<file path="src/rtl/gb_pkg.sv">
// Shared types and defaults for the global-buffer write arbiter.
package gb_pkg;

    typedef enum logic [1:0] {
        ST_IDLE    = 2'b00,
        ST_CONF    = 2'b01,
        ST_WRITE   = 2'b11,
        ST_RELEASE = 2'b10
    } gb_state_e;

    localparam int GB_NUM_REQ = 16;
    localparam int GB_ADDR_W  = 9;
    localparam int GB_ID_W    = $clog2(GB_NUM_REQ);

    // A single requester still needs a 1-bit id port.
    function automatic int gb_id_width(input int n);
        return (n > 1) ? $clog2(n) : 1;
    endfunction

endpackage

</file>
<file path="src/rtl/gb_rr_pick.sv">
// Combinational round-robin picker: first eligible index after ptr, wrapping.
module gb_rr_pick #(
    parameter int NUM_REQ = 16,
    parameter int ID_W    = 4
) (
    input  logic [NUM_REQ-1:0] eligible,
    input  logic [ID_W-1:0]    ptr,
    output logic               valid,
    output logic [ID_W-1:0]    index
);

    logic [ID_W-1:0] cand;

    // Scan farthest offset first so the nearest eligible index is the last one written.
    always_comb begin
        valid = 1'b0;
        index = '0;
        cand  = '0;
        for (int k = NUM_REQ; k >= 1; k--) begin
            cand = ID_W'((int'(ptr) + k) % NUM_REQ);
            if (eligible[cand]) begin
                valid = 1'b1;
                index = cand;
            end
        end
    end

endmodule

</file>
<file path="src/rtl/gb_wr_arb.sv">
// Round-robin arbiter granting one SRAM bank at a time a full-burst write.
// Handshakes: a transfer occurs on a cycle where valid and ready are both high;
// conf_val/wr_rdy come from registered state only and never wait on the other side.
module gb_wr_arb
    import gb_pkg::*;
#(
    parameter  int NUM_REQ = GB_NUM_REQ,
    parameter  int ADDR_W  = GB_ADDR_W,
    localparam int ID_W    = gb_id_width(NUM_REQ)
) (
    input  logic               clk,
    input  logic               rst_n,
    input  logic               cfg_start,
    input  logic [NUM_REQ-1:0] req,
    input  logic [NUM_REQ-1:0] req_en,
    output logic               conf_val,
    input  logic               conf_rdy,
    input  logic               wr_val,
    output logic               wr_rdy,
    output logic               wr_en,
    output logic [ADDR_W-1:0]  wr_addr,
    output logic [ID_W-1:0]    gnt_id,
    output logic [NUM_REQ-1:0] done,
    output logic               busy,
    output gb_state_e          state_dbg
);

    localparam logic [ID_W-1:0] PTR_INIT = ID_W'(NUM_REQ - 1);

    gb_state_e          state_q, state_d;
    logic [ID_W-1:0]    ptr_q, ptr_d, gnt_d, pick_idx;
    logic [NUM_REQ-1:0] served_q, served_d, eligible;
    logic [ADDR_W-1:0]  addr_d;
    logic               pick_val;

    assign eligible  = req & req_en & ~served_q;
    assign state_dbg = state_q;

    gb_rr_pick #(
        .NUM_REQ (NUM_REQ),
        .ID_W    (ID_W)
    ) u_pick (
        .eligible (eligible),
        .ptr      (ptr_q),
        .valid    (pick_val),
        .index    (pick_idx)
    );

    always_comb begin
        conf_val = (state_q == ST_CONF);
        wr_rdy   = (state_q == ST_WRITE);
        wr_en    = (state_q == ST_WRITE) && wr_val;
        busy     = (state_q != ST_IDLE);
        done     = '0;
        if (state_q == ST_RELEASE) done[gnt_id] = 1'b1;
    end

    always_comb begin
        state_d  = state_q;
        addr_d   = wr_addr;
        ptr_d    = ptr_q;
        served_d = served_q;
        gnt_d    = gnt_id;
        case (state_q)
            ST_IDLE: begin
                // The one-cycle mask from RELEASE has done its job after this cycle.
                served_d = '0;
                if (pick_val) begin
                    gnt_d   = pick_idx;
                    state_d = ST_CONF;
                end
            end
            ST_CONF: begin
                if (conf_rdy) state_d = ST_WRITE;
            end
            ST_WRITE: begin
                if (wr_en) begin
                    addr_d = wr_addr + 1'b1;
                    if (&wr_addr) state_d = ST_RELEASE;
                end
            end
            ST_RELEASE: begin
                ptr_d            = gnt_id;
                served_d         = '0;
                served_d[gnt_id] = 1'b1;
                addr_d           = '0;
                state_d          = ST_IDLE;
            end
            default: state_d = ST_IDLE;
        endcase
        // Restart overrides everything, including a grant decided this cycle.
        if (cfg_start) begin
            state_d  = ST_IDLE;
            addr_d   = '0;
            ptr_d    = PTR_INIT;
            served_d = '0;
            gnt_d    = gnt_id;
        end
    end

    always_ff @(posedge clk) begin
        if (!rst_n) begin
            state_q  <= ST_IDLE;
            wr_addr  <= '0;
            gnt_id   <= '0;
            ptr_q    <= PTR_INIT;
            served_q <= '0;
        end else begin
            state_q  <= state_d;
            wr_addr  <= addr_d;
            gnt_id   <= gnt_d;
            ptr_q    <= ptr_d;
            served_q <= served_d;
        end
    end

endmodule

</file>
<file path="config.mk">
export PLATFORM = sky130hd
export DESIGN_NAME = gb_wr_arb
export DESIGN_NICKNAME = d
export VERILOG_FILES = /design/src/rtl/gb_pkg.sv /design/src/rtl/gb_rr_pick.sv /design/src/rtl/gb_wr_arb.sv
export SDC_FILE = /design/constraint.sdc
export NUM_CORES = 1
export LEC_CHECK = 0
export ABC_AREA = 1
export CORE_MARGIN = 5
export CORE_UTILIZATION = 55
export DETAILED_ROUTE_END_ITERATION = 10
export PLACE_DENSITY = 0.84
export REMOVE_ABC_BUFFERS = 1
export SLEW_MARGIN = 15
export SYNTH_ARGS = -nofsm -noshare
export SYNTH_HDL_FRONTEND = slang
export SYNTH_SLANG_ARGS = --single-unit
</file>
<file path="constraint.sdc">
create_clock -name clk -period 4.8 [get_ports clk]
set_input_delay 0.96 -clock clk [delete_from_list [all_inputs] [get_ports clk]]
set_output_delay 0.96 -clock clk [all_outputs]
set_load 0.02 [all_outputs]
</file>
* Word level (Yosys, flattened, before mapping)
Index checks and enable logic that the tools add are counted.
** Storage, ports and cells
- Bits in registers :: 35
- Input bits :: 37
- Output and inout port bits :: 35
- Word-level logic and storage cells :: 138
** Operators by class
- Add/subtract/negate cells :: 17
- Magnitude comparators :: 18
- Eq/ne operators :: 7
- Multiplexer cells :: 75
- Bitwise gates (word level) :: 5
- Reduce and logical (&&, ||, !) cells :: 11
** Operators with widths (count)
- less-than comparator 4 x 5 -> 1 bit (second input constant) :: 17
- binary-select mux 1 bit (select 4 bit) :: 16
- 2-to-1 mux 4 bit :: 16
- 2-to-1 mux 1 bit :: 33
- adder 4 bit (second input constant) :: 8
- bitwise AND 16 bit :: 2
- case mux 16 bit (2 select lines) :: 1
- case mux 9 bit (2 select lines) :: 1
- adder 4 x 3 -> 4 bit (second input constant) :: 4
- 2-to-1 mux 16 bit :: 1
- inverter 16 bit :: 1
- adder 9 x 1 -> 9 bit (second input constant) :: 1
- 2-to-1 mux 9 bit :: 1
- AND reduction 9 bit :: 1
- adder 4 x 1 -> 4 bit (second input constant) :: 2
- adder 4 x 2 -> 4 bit (second input constant) :: 2
- 2-to-1 mux 2 bit :: 4
- case mux 2 bit (4 select lines) :: 1
- != test 2 x 1 -> 1 bit (second input constant) :: 3
- nonzero test 2 bit :: 3
- demux 1 bit (select 4 bit) :: 1
- == test 2 bit (second input constant) :: 2
- greater-or-equal comparator 4 x 1 -> 1 bit (second input constant) :: 1
- AND reduction 4 bit :: 1
- 8 further kinds :: 10

* Longest topological paths before layout
Gate-level depths: netlist of the first run.
- Word-level depth :: 22
- Depth in mapped cells :: 29
- Gate-level depth less buffers :: 26

* Modules after synthesis
A second synthesis of the first run with hierarchy kept.
** Second synthesis, totals
- Cells, all modules :: 607
- Area, all modules :: 3397.0 um2
** Modules (own cells, without submodules)
- gb_wr_arb :: times used 1, cells each 256, area each 1744.2 um2, seq. area each 700.7 um2
- gb_rr_pick :: times used 1, cells each 351, area each 1652.8 um2, seq. area each 0.0 um2

* Least setup slack after synthesis of the first run
No wires, ideal clock.
- Path kind :: register -> output
- From :: register state_q[1] (netlist: state_dbg[1])
- To :: output port done[7]
- Data arrival time :: 1.776 ns
- Required time :: 3.840 ns
- Slack :: 2.064 ns
- Cell stages (with the launch flop) :: 5
- Path buffers :: 0
- Cells stage by stage :: dfxtp_1 > inv_1 > nor2_1 > clkinv_1 > nor3_1
** Between the ends
- Longest elaborated chain between the ends :: 2
** RTL lines
- from (decl) :: line gb_wr_arb.sv:30 : gb_state_e state_q, state_d;
- from (signal assigned) :: line gb_wr_arb.sv:109 : state_q <= state_d;
- == test 2 bit :: line gb_wr_arb.sv:55 : if (state_q == ST_RELEASE) done[gnt_id] = 1'b1;
- 2-to-1 mux 16 bit :: line gb_wr_arb.sv:55
- to (decl) :: line gb_wr_arb.sv:23 : output logic [NUM_REQ-1:0] done,
No other way between the ends.

* Worst setup path in the final report of the first run
- From :: register ptr_q[0]
- To :: register gnt_id[1]
** Between the ends
- Longest elaborated chain between the ends :: 20
- Elaborated cells between the ends (all ways) :: 81
- Classes of those cells :: add/sub: 16; mux: 64; reduce/logical: 1
** RTL lines
- from (decl) :: line gb_wr_arb.sv:31 : logic [ID_W-1:0] ptr_q, ptr_d, gnt_d, pick_idx;
- from (signal assigned) :: line gb_wr_arb.sv:112 : ptr_q <= ptr_d;
- adder 4 x 1 -> 4 bit :: line gb_rr_pick.sv:20 : cand = ID_W'((int'(ptr) + k) % NUM_REQ);
- binary-select mux 1 bit (select 4 bit) :: line gb_rr_pick.sv:21 : if (eligible[cand]) begin
- 2-to-1 mux 1 bit (implied by the code) :: line gb_rr_pick.sv:21
- 2-to-1 mux 1 bit (16 in a row) :: line gb_rr_pick.sv:21
- AND reduction 3 bit (no source line)
- to (signal assigned) :: line gb_wr_arb.sv:111 : gnt_id <= gnt_d;
- to (decl) :: line gb_wr_arb.sv:22 : output logic [ID_W-1:0] gnt_id,
Several ways; a longest one is shown, not always the timed one. The select of a mux whose other input is x is not followed.
A chain may end at the register's enable or synchronous reset.

==> summary.txt, run 1 <==
Clock network
  – CTS Buf Count: 5
  – CTS tree: built
  – Clock Sinks: 35
  – CTS hold repair buffers: 0
  – Clk Latency, worst-skew pair: 0.29 ns
  – Resized cells post-CTS: 0
  – H-tree Lvls: 2
  – Worst-path clk slew: 0.07 ns
  – Post-CTS setup repair buffer count: 0
  – Clk root buf: clkbuf_8
  – Max clock buf depth: 2

Route
  – DRC: 0
  – Iter 0 DRT Violations: 312
  – Final wirelength: 10.87 mm
  – DRT Pass-1 Iters: 5
  – Via density: 5.673
  – Final ANT Viol Nets: 0
  – Wire per inst: 15.32 um
  – Total number of vias: 4028

Status
  – Status: complete, no violations

Worst setup path
  – R2R setup slack: 1.20 ns
  – Crit path max fanout: 30
  – Crit path launch type: flip-flop
  – FF-to-FF path depth: 25
  – CP Data Arrival Time: 3.79 ns
  – Reg-to-Reg Start: ptr_q[0]
  – Crit Path Class: flip-flop to flip-flop
  – R2R Path End: gnt_id[1]
  – Nature of the critical path endpoint: flip-flop
  – Worst Path Required: 4.98 ns

Synth
  – EDFF count, synth: 0
  – FF+latch count, synth: 35
  – Mux contribution to synthesized area: 0%
  – Sequential area share after synthesis: 21.57%
  – Post-Synth Adder-Cell Area: 3.467%
  – Distinct cells, synth: 36
  – Mapped Cells: 567
  – Syn_area_per_cell: 5.729 um2
  – Syn Std Cell Area: 0.003248 mm2
  – Prevailing post-synth register cell: dfxtp_1
  – XOR/XNOR Fraction of Synth Area: 2.889%
  – YS warnings: 0
  – Ys async rst share: 0%
  – Largest family of logic cells by synthesized area: simple AND/OR/NAND/NOR gates
  – Synth Area in Simple Gates: 46.15%
  – Synth Area in Compound Gates: 14.91%

Final layout
  – Area Growth Syn to Fin: 26.23%
  – NumNets Final: 681
  – Antenna Diode Count: 0
  – Fin util: 70.50%
  – Final Non-Filler Cells: 710
  – Most frequent cells in the layout: 174 x nand2_1, 95 x nand3_1, 71 x clkdlybuf4s50_1
  – Leading cell type in the layout, fill and taps excluded: nand2_1
  – Share of post-route cells with drive strength above 1: 6.614%

Timing
  – Rel. slew slack: 60.80%
  – RSZ-0062 raised after global routing: no
  – # setup viols final: 0
  – Minimum clock period: 3.604 ns
  – Post-route clock period utilization: 75.09%
  – Final TNS setup: 0 ns
  – Fin. max-slew vios: 0
  – Fin Clk Skew: 0.009351 ns
  – Fin. Hold Viols: 0
  – Worst-Margin Slew: 0.5818 ns
  – Achievable clock frequency: 277.4 MHz
  – Hold_ws: 0.4757 ns

Hold path
  – Worst hold stages: 2
  – HP Start: served_q[10]
  – End of the worst hold path: served_q[10]
  – HP Class: flip-flop to flip-flop

Place
  – Inst Count DP: 703
  – Gpl congestion: 0.9891
  – Post-DP HPWL: 8.631 mm
  – I/O Buffers: 71

Die
  – Std-Cell Rows: 28
  – Die height: 86.85 um
  – Core box area: 0.005816 mm2
  – Die width: 86.85 um
  – Initial Util: 55.85%
  – Full die area: 0.007543 mm2
  – IO Pins: 72

Global routing
  – First-pass GRT wire length: 18.12 mm
  – Overall routing resource usage: 30.11%
  – Grt total ovfl: 0
  – Largest net degree at the start of global routing: 31
  – Vias in the first global route: 3902
  – Initial antenna violation count: 0

Pwr
  – Maximum vdd ir drop: 0.0001530 V
  – Final Total Pwr: 774.6 uW
  – P_leak: 0.001801 uW
  – PD cells: 188.9 mW/mm2

Run
  – Maxcap violations: 0
## critical path, cell delays in order, from the launching register on
cell	delay [ns]
dfxtp_1	0.31
buf_4	0.30
inv_2	0.20
ha_1	0.65
inv_2	0.27
nand3_1	0.16
and2_1	0.23
nand2_1	0.10
nand3_1	0.16
nand2_2	0.12
a21oi_1	0.13
nand3_1	0.09
nand2_1	0.07
nand2_1	0.05
nand2_1	0.05
nand2_1	0.05
nand2_1	0.05
nand2_1	0.04
nand2_1	0.08
nand2_1	0.06
nand2_1	0.05
nand2_1	0.04
nand2_1	0.06
nand2_1	0.05
nand2_1	0.07
a21oi_2	0.05
## power breakdown
part	internal, uW	switching [uW]	total, uW	leakage (uW)
Sequential	294	8.48	302	0.000283
Clock	152	112	264	0.0000513
Combinational	85.8	122	208	0.00147
## per-stage QoR
step                setup slack (ns)  instance area (um2)
floorplan                      1.736                 3148
global placement               1.303                 3998
detailed placement             1.223                 3998
CTS                            1.211                 4100
global route                  0.8868                 4100
finish                         1.196                 4100
## synth_stat cells, types with 3 or more instances
| master | n | area, um2 |
|---|---|---|
| inv_2 | 10 | 37.54 |
| nand3_2 | 3 | 30.03 |
| a21oi_1 | 49 | 245.2 |
| dfxtp_1 | 35 | 700.7 |
| buf_6 | 3 | 33.78 |
| ha_1 | 9 | 112.6 |
| buf_2 | 5 | 25.02 |
| nand2_1 | 174 | 653.1 |
| nor2_1 | 38 | 142.6 |
| nand2_2 | 6 | 37.54 |
| clkbuf_1 | 5 | 18.77 |
| o21ai_1 | 3 | 15.01 |
| nor3_1 | 15 | 75.07 |
| nand3_1 | 95 | 475.5 |
| inv_1 | 55 | 206.5 |
| buf_4 | 3 | 22.52 |
| xor2_2 | 3 | 48.80 |
| o21ai_0 | 28 | 140.1 |
## state kept, by name (all words and copies together) (netlist names)
signal	cells
gnt_id	4
ptr_q	4
wr_addr	9
state_dbg	2
served_q	16
## area by class of cell
type / instances / area, um2
timing repair buffer: 77 / 755.7
clock inverter: 1 / 30.03
inverter: 68 / 257.7
multi-input combinational: 448 / 2190
fill: 532 / 1715
sequential: 35 / 700.7
tap: 75 / 93.84
clock buffer: 6 / 72.57
## cell families (layout without fill, tap and decap cells)
| group | count (synthesis) | in the layout |
|---|---|---|
| buffers and inverters | 84 | 152 |
| AOI/OAI and AO/OA | 90 | 90 |
| adders and majority gates | 9 | 9 |
| DFF | 35 | 35 |
| and+or+nand+nor | 343 | 343 |
| xor gates and xnor gates | 6 | 6 |
## worst max path at each step
stage / start / end / cells past startpoint
2_1_floorplan: ptr_q[0] / gnt_id[0] / 21
3_3_place_gp: wr_val / wr_en / 4
3_5_place_dp: wr_val / wr_en / 4
4_1_cts: wr_val / wr_en / 4
5_1_grt: ptr_q[0] / gnt_id[1] / 20
6_report: ptr_q[0] / gnt_id[1] / 25
## per-layer routing
layer  track usage (%)  wire (um)
met5                 0          0
met4             12.32        401
met3             6.055        808
met2             51.76       5157
met1             36.44       4507
Note: power is estimated with default switching activity, not from simulation.
==> run 2, diff against run 1 <==
--- a/config.mk
+++ b/config.mk
@@ -7,9 +7,9 @@
 export LEC_CHECK = 0
 export ABC_AREA = 1
 export CORE_MARGIN = 5
-export CORE_UTILIZATION = 55
+export CORE_UTILIZATION = 52
 export DETAILED_ROUTE_END_ITERATION = 10
-export PLACE_DENSITY = 0.84
+export PLACE_DENSITY = 0.8
 export REMOVE_ABC_BUFFERS = 1
 export SLEW_MARGIN = 15
 export SYNTH_ARGS = -nofsm -noshare
==> constraint.sdc (replaced) <==
create_clock -name clk -period 3.6 [get_ports clk]
set_input_delay 0.72 -clock clk [delete_from_list [all_inputs] [get_ports clk]]
set_output_delay 0.72 -clock clk [all_outputs]
set_load 0.02 [all_outputs]
==> run 2 against run 1 <==
Against the previous run:
- hold slack better by 0.0074 ns
- die area increased by 5.1%
- critical path depth decreased by 18
- flip-flop and latch count did not move
- global-route usage is 0.35 points lower
- critical endpoint is now done[12]
- largest cell class unchanged
==> summary.txt, run 2 (synthesized netlist as in run 1, its figures left out) <==
Status
  – Status: complete, no violations

Final layout
  – Max reg flops: 16
  – Final Non-Filler Cells: 716
  – Area Growth Syn to Fin: 27.35%
  – Antenna Diode Count: 0
  – Most frequent cells in the layout: 174 x nand2_1, 95 x nand3_1, 71 x clkdlybuf4s50_1
  – Top flop regs: served_q: 16 flops, wr_addr: 9 flops
  – NumNets Final: 686
  – Leading cell type in the layout, fill and taps excluded: nand2_1
  – Largest register by flop count: served_q
  – Share of post-route cells with drive strength above 1: 7.800%

Route
  – Iter 0 DRT Violations: 421
  – DRC: 0
  – Final wirelength: 11.27 mm
  – Final ANT Viol Nets: 0
  – DRT Pass-1 Iters: 5
  – Wire per inst: 15.75 um
  – Total number of vias: 4001
  – Via density: 5.588

Hold path
  – HP Start: served_q[14]
  – Worst hold stages: 2
  – End of the worst hold path: served_q[14]
  – HP Class: flip-flop to flip-flop

Worst setup path
  – R2R setup slack: 0.75 ns
  – Crit path launch type: flip-flop
  – FF-to-FF path depth: 23
  – Crit Path Class: flip-flop to output port
  – CP Data Arrival Time: 2.58 ns
  – Nature of the critical path endpoint: output port
  – Worst Path Required: 2.88 ns
  – Crit path max fanout: 9
  – Reg-to-Reg Start: ptr_q[0]
  – R2R Path End: gnt_id[0]

Timing
  – Fin. Hold Viols: 0
  – Achievable clock frequency: 302.9 MHz
  – Worst-Margin Slew: 0.5786 ns
  – Fin Clk Skew: 0.01036 ns
  – Fin. max-slew vios: 0
  – Minimum clock period: 3.302 ns
  – Hold_ws: 0.4831 ns
  – # setup viols final: 0
  – Post-route clock period utilization: 91.71%
  – RSZ-0062 raised after global routing: no
  – Rel. slew slack: 61.02%
  – Final TNS setup: 0 ns

Pwr
  – Final Total Pwr: 997.9 uW
  – PD cells: 241.3 mW/mm2
  – P_leak: 0.001821 uW
  – Maximum vdd ir drop: 0.0002644 V

Global routing
  – Grt total ovfl: 0
  – Largest net degree at the start of global routing: 30
  – First-pass GRT wire length: 18.47 mm
  – Initial antenna violation count: 0
  – Vias in the first global route: 3821
  – Overall routing resource usage: 29.77%

Run
  – Maxcap violations: 0

Clock network
  – CTS hold repair buffers: 0
  – Clk root buf: clkbuf_8
  – CTS tree: built
  – Worst-path clk slew: 0.08 ns
  – H-tree Lvls: 2
  – Clk Latency, worst-skew pair: 0.30 ns
  – Post-CTS setup repair buffer count: 0
  – CTS Buf Count: 5
  – Resized cells post-CTS: 0
  – Max clock buf depth: 2
  – Clock Sinks: 35

Die
  – Std-Cell Rows: 28
  – IO Pins: 72
  – Full die area: 0.007927 mm2
  – Initial Util: 54.22%
  – Die width: 89.04 um
  – Die height: 89.04 um
  – Core box area: 0.005991 mm2

Place
  – Gpl congestion: 1.044
  – I/O Buffers: 71
  – Inst Count DP: 708
  – Post-DP HPWL: 9.070 mm
==> run 2: cell count changes in the layout (fill, tap and decap cells not counted) <==
| cell | before | now |
|---|---|---|
| buf_4 | 6 | 11 |
| bufinv_16 | 1 | 0 |
| clkbuf_1 | 1 | 0 |
| clkbuf_8 | 5 | 6 |
| clkinv_4 | 0 | 1 |
| clkinvlp_4 | 0 | 1 |
| nor2_1 | 38 | 37 |
| nor2_2 | 2 | 3 |
==> run 2: where the power goes <==
group          internal (uW)  switching (uW)
Sequential               392            12.5
Clock                    156             157
Combinational            115             165
==> run 2: metrics by stage <==
stage          area [um2]  utilization, %  worst slack, ns
2_1_floorplan        3148               -           0.5362
3_3_place_gp         4035           67.36           0.3446
3_5_place_dp         4035           67.36           0.4026
4_1_cts              4134           69.01           0.1308
5_1_grt              4136           69.05          0.04699
6_report             4136           69.05           0.2985
==> run 2: area by class of cell <==
type / count / area (um2)
Sequential cell: 35 / 700.7
Tap cell: 75 / 93.84
Multi-Input combinational cell: 448 / 2192
Timing Repair Buffer: 82 / 793.3
Clock inverter: 2 / 16.27
Fill cell: 559 / 1854
Clock buffer: 6 / 82.58
Inverter: 68 / 257.7
==> run 2: worst max path at each step <==
stage	slack, ns	depth (start not counted)	from	endpoint
floorplan	0.54	21	ptr_q[0]	gnt_id[0]
global placement	0.34	18	req[11]	gnt_id[1]
detailed placement	0.40	18	req[11]	gnt_id[1]
CTS	0.13	7	state_dbg[1]	done[12]
global route	0.05	7	state_dbg[1]	done[12]
finish	0.30	7	state_dbg[1]	done[12]
==> run 2: metal layers <==
| metal | up-vias | track usage (%) | part of all wire (%) | wire length (um) |
|---|---|---|---|---|
| li1 | 2001 | - | - | - |
| met1 | 1776 | 38.46 | 43 | 4884 |
| met2 | 193 | 50.20 | 45 | 5123 |
| met3 | 31 | 5.161 | 8.7 | 985 |
| met4 | 0 | 10.01 | 2.5 | 280 |
| met5 | - | 0 | 0 | 0 |
==> run 2: critical path, stage by stage (launching register included) <==
cell,delay (ns)
dfxtp_1,0.46
inv_1,0.09
nor2_2,0.29
clkinv_1,0.34
nor2_1,0.22
inv_1,0.09
nor2_1,0.15
clkdlybuf4s50_1,0.64
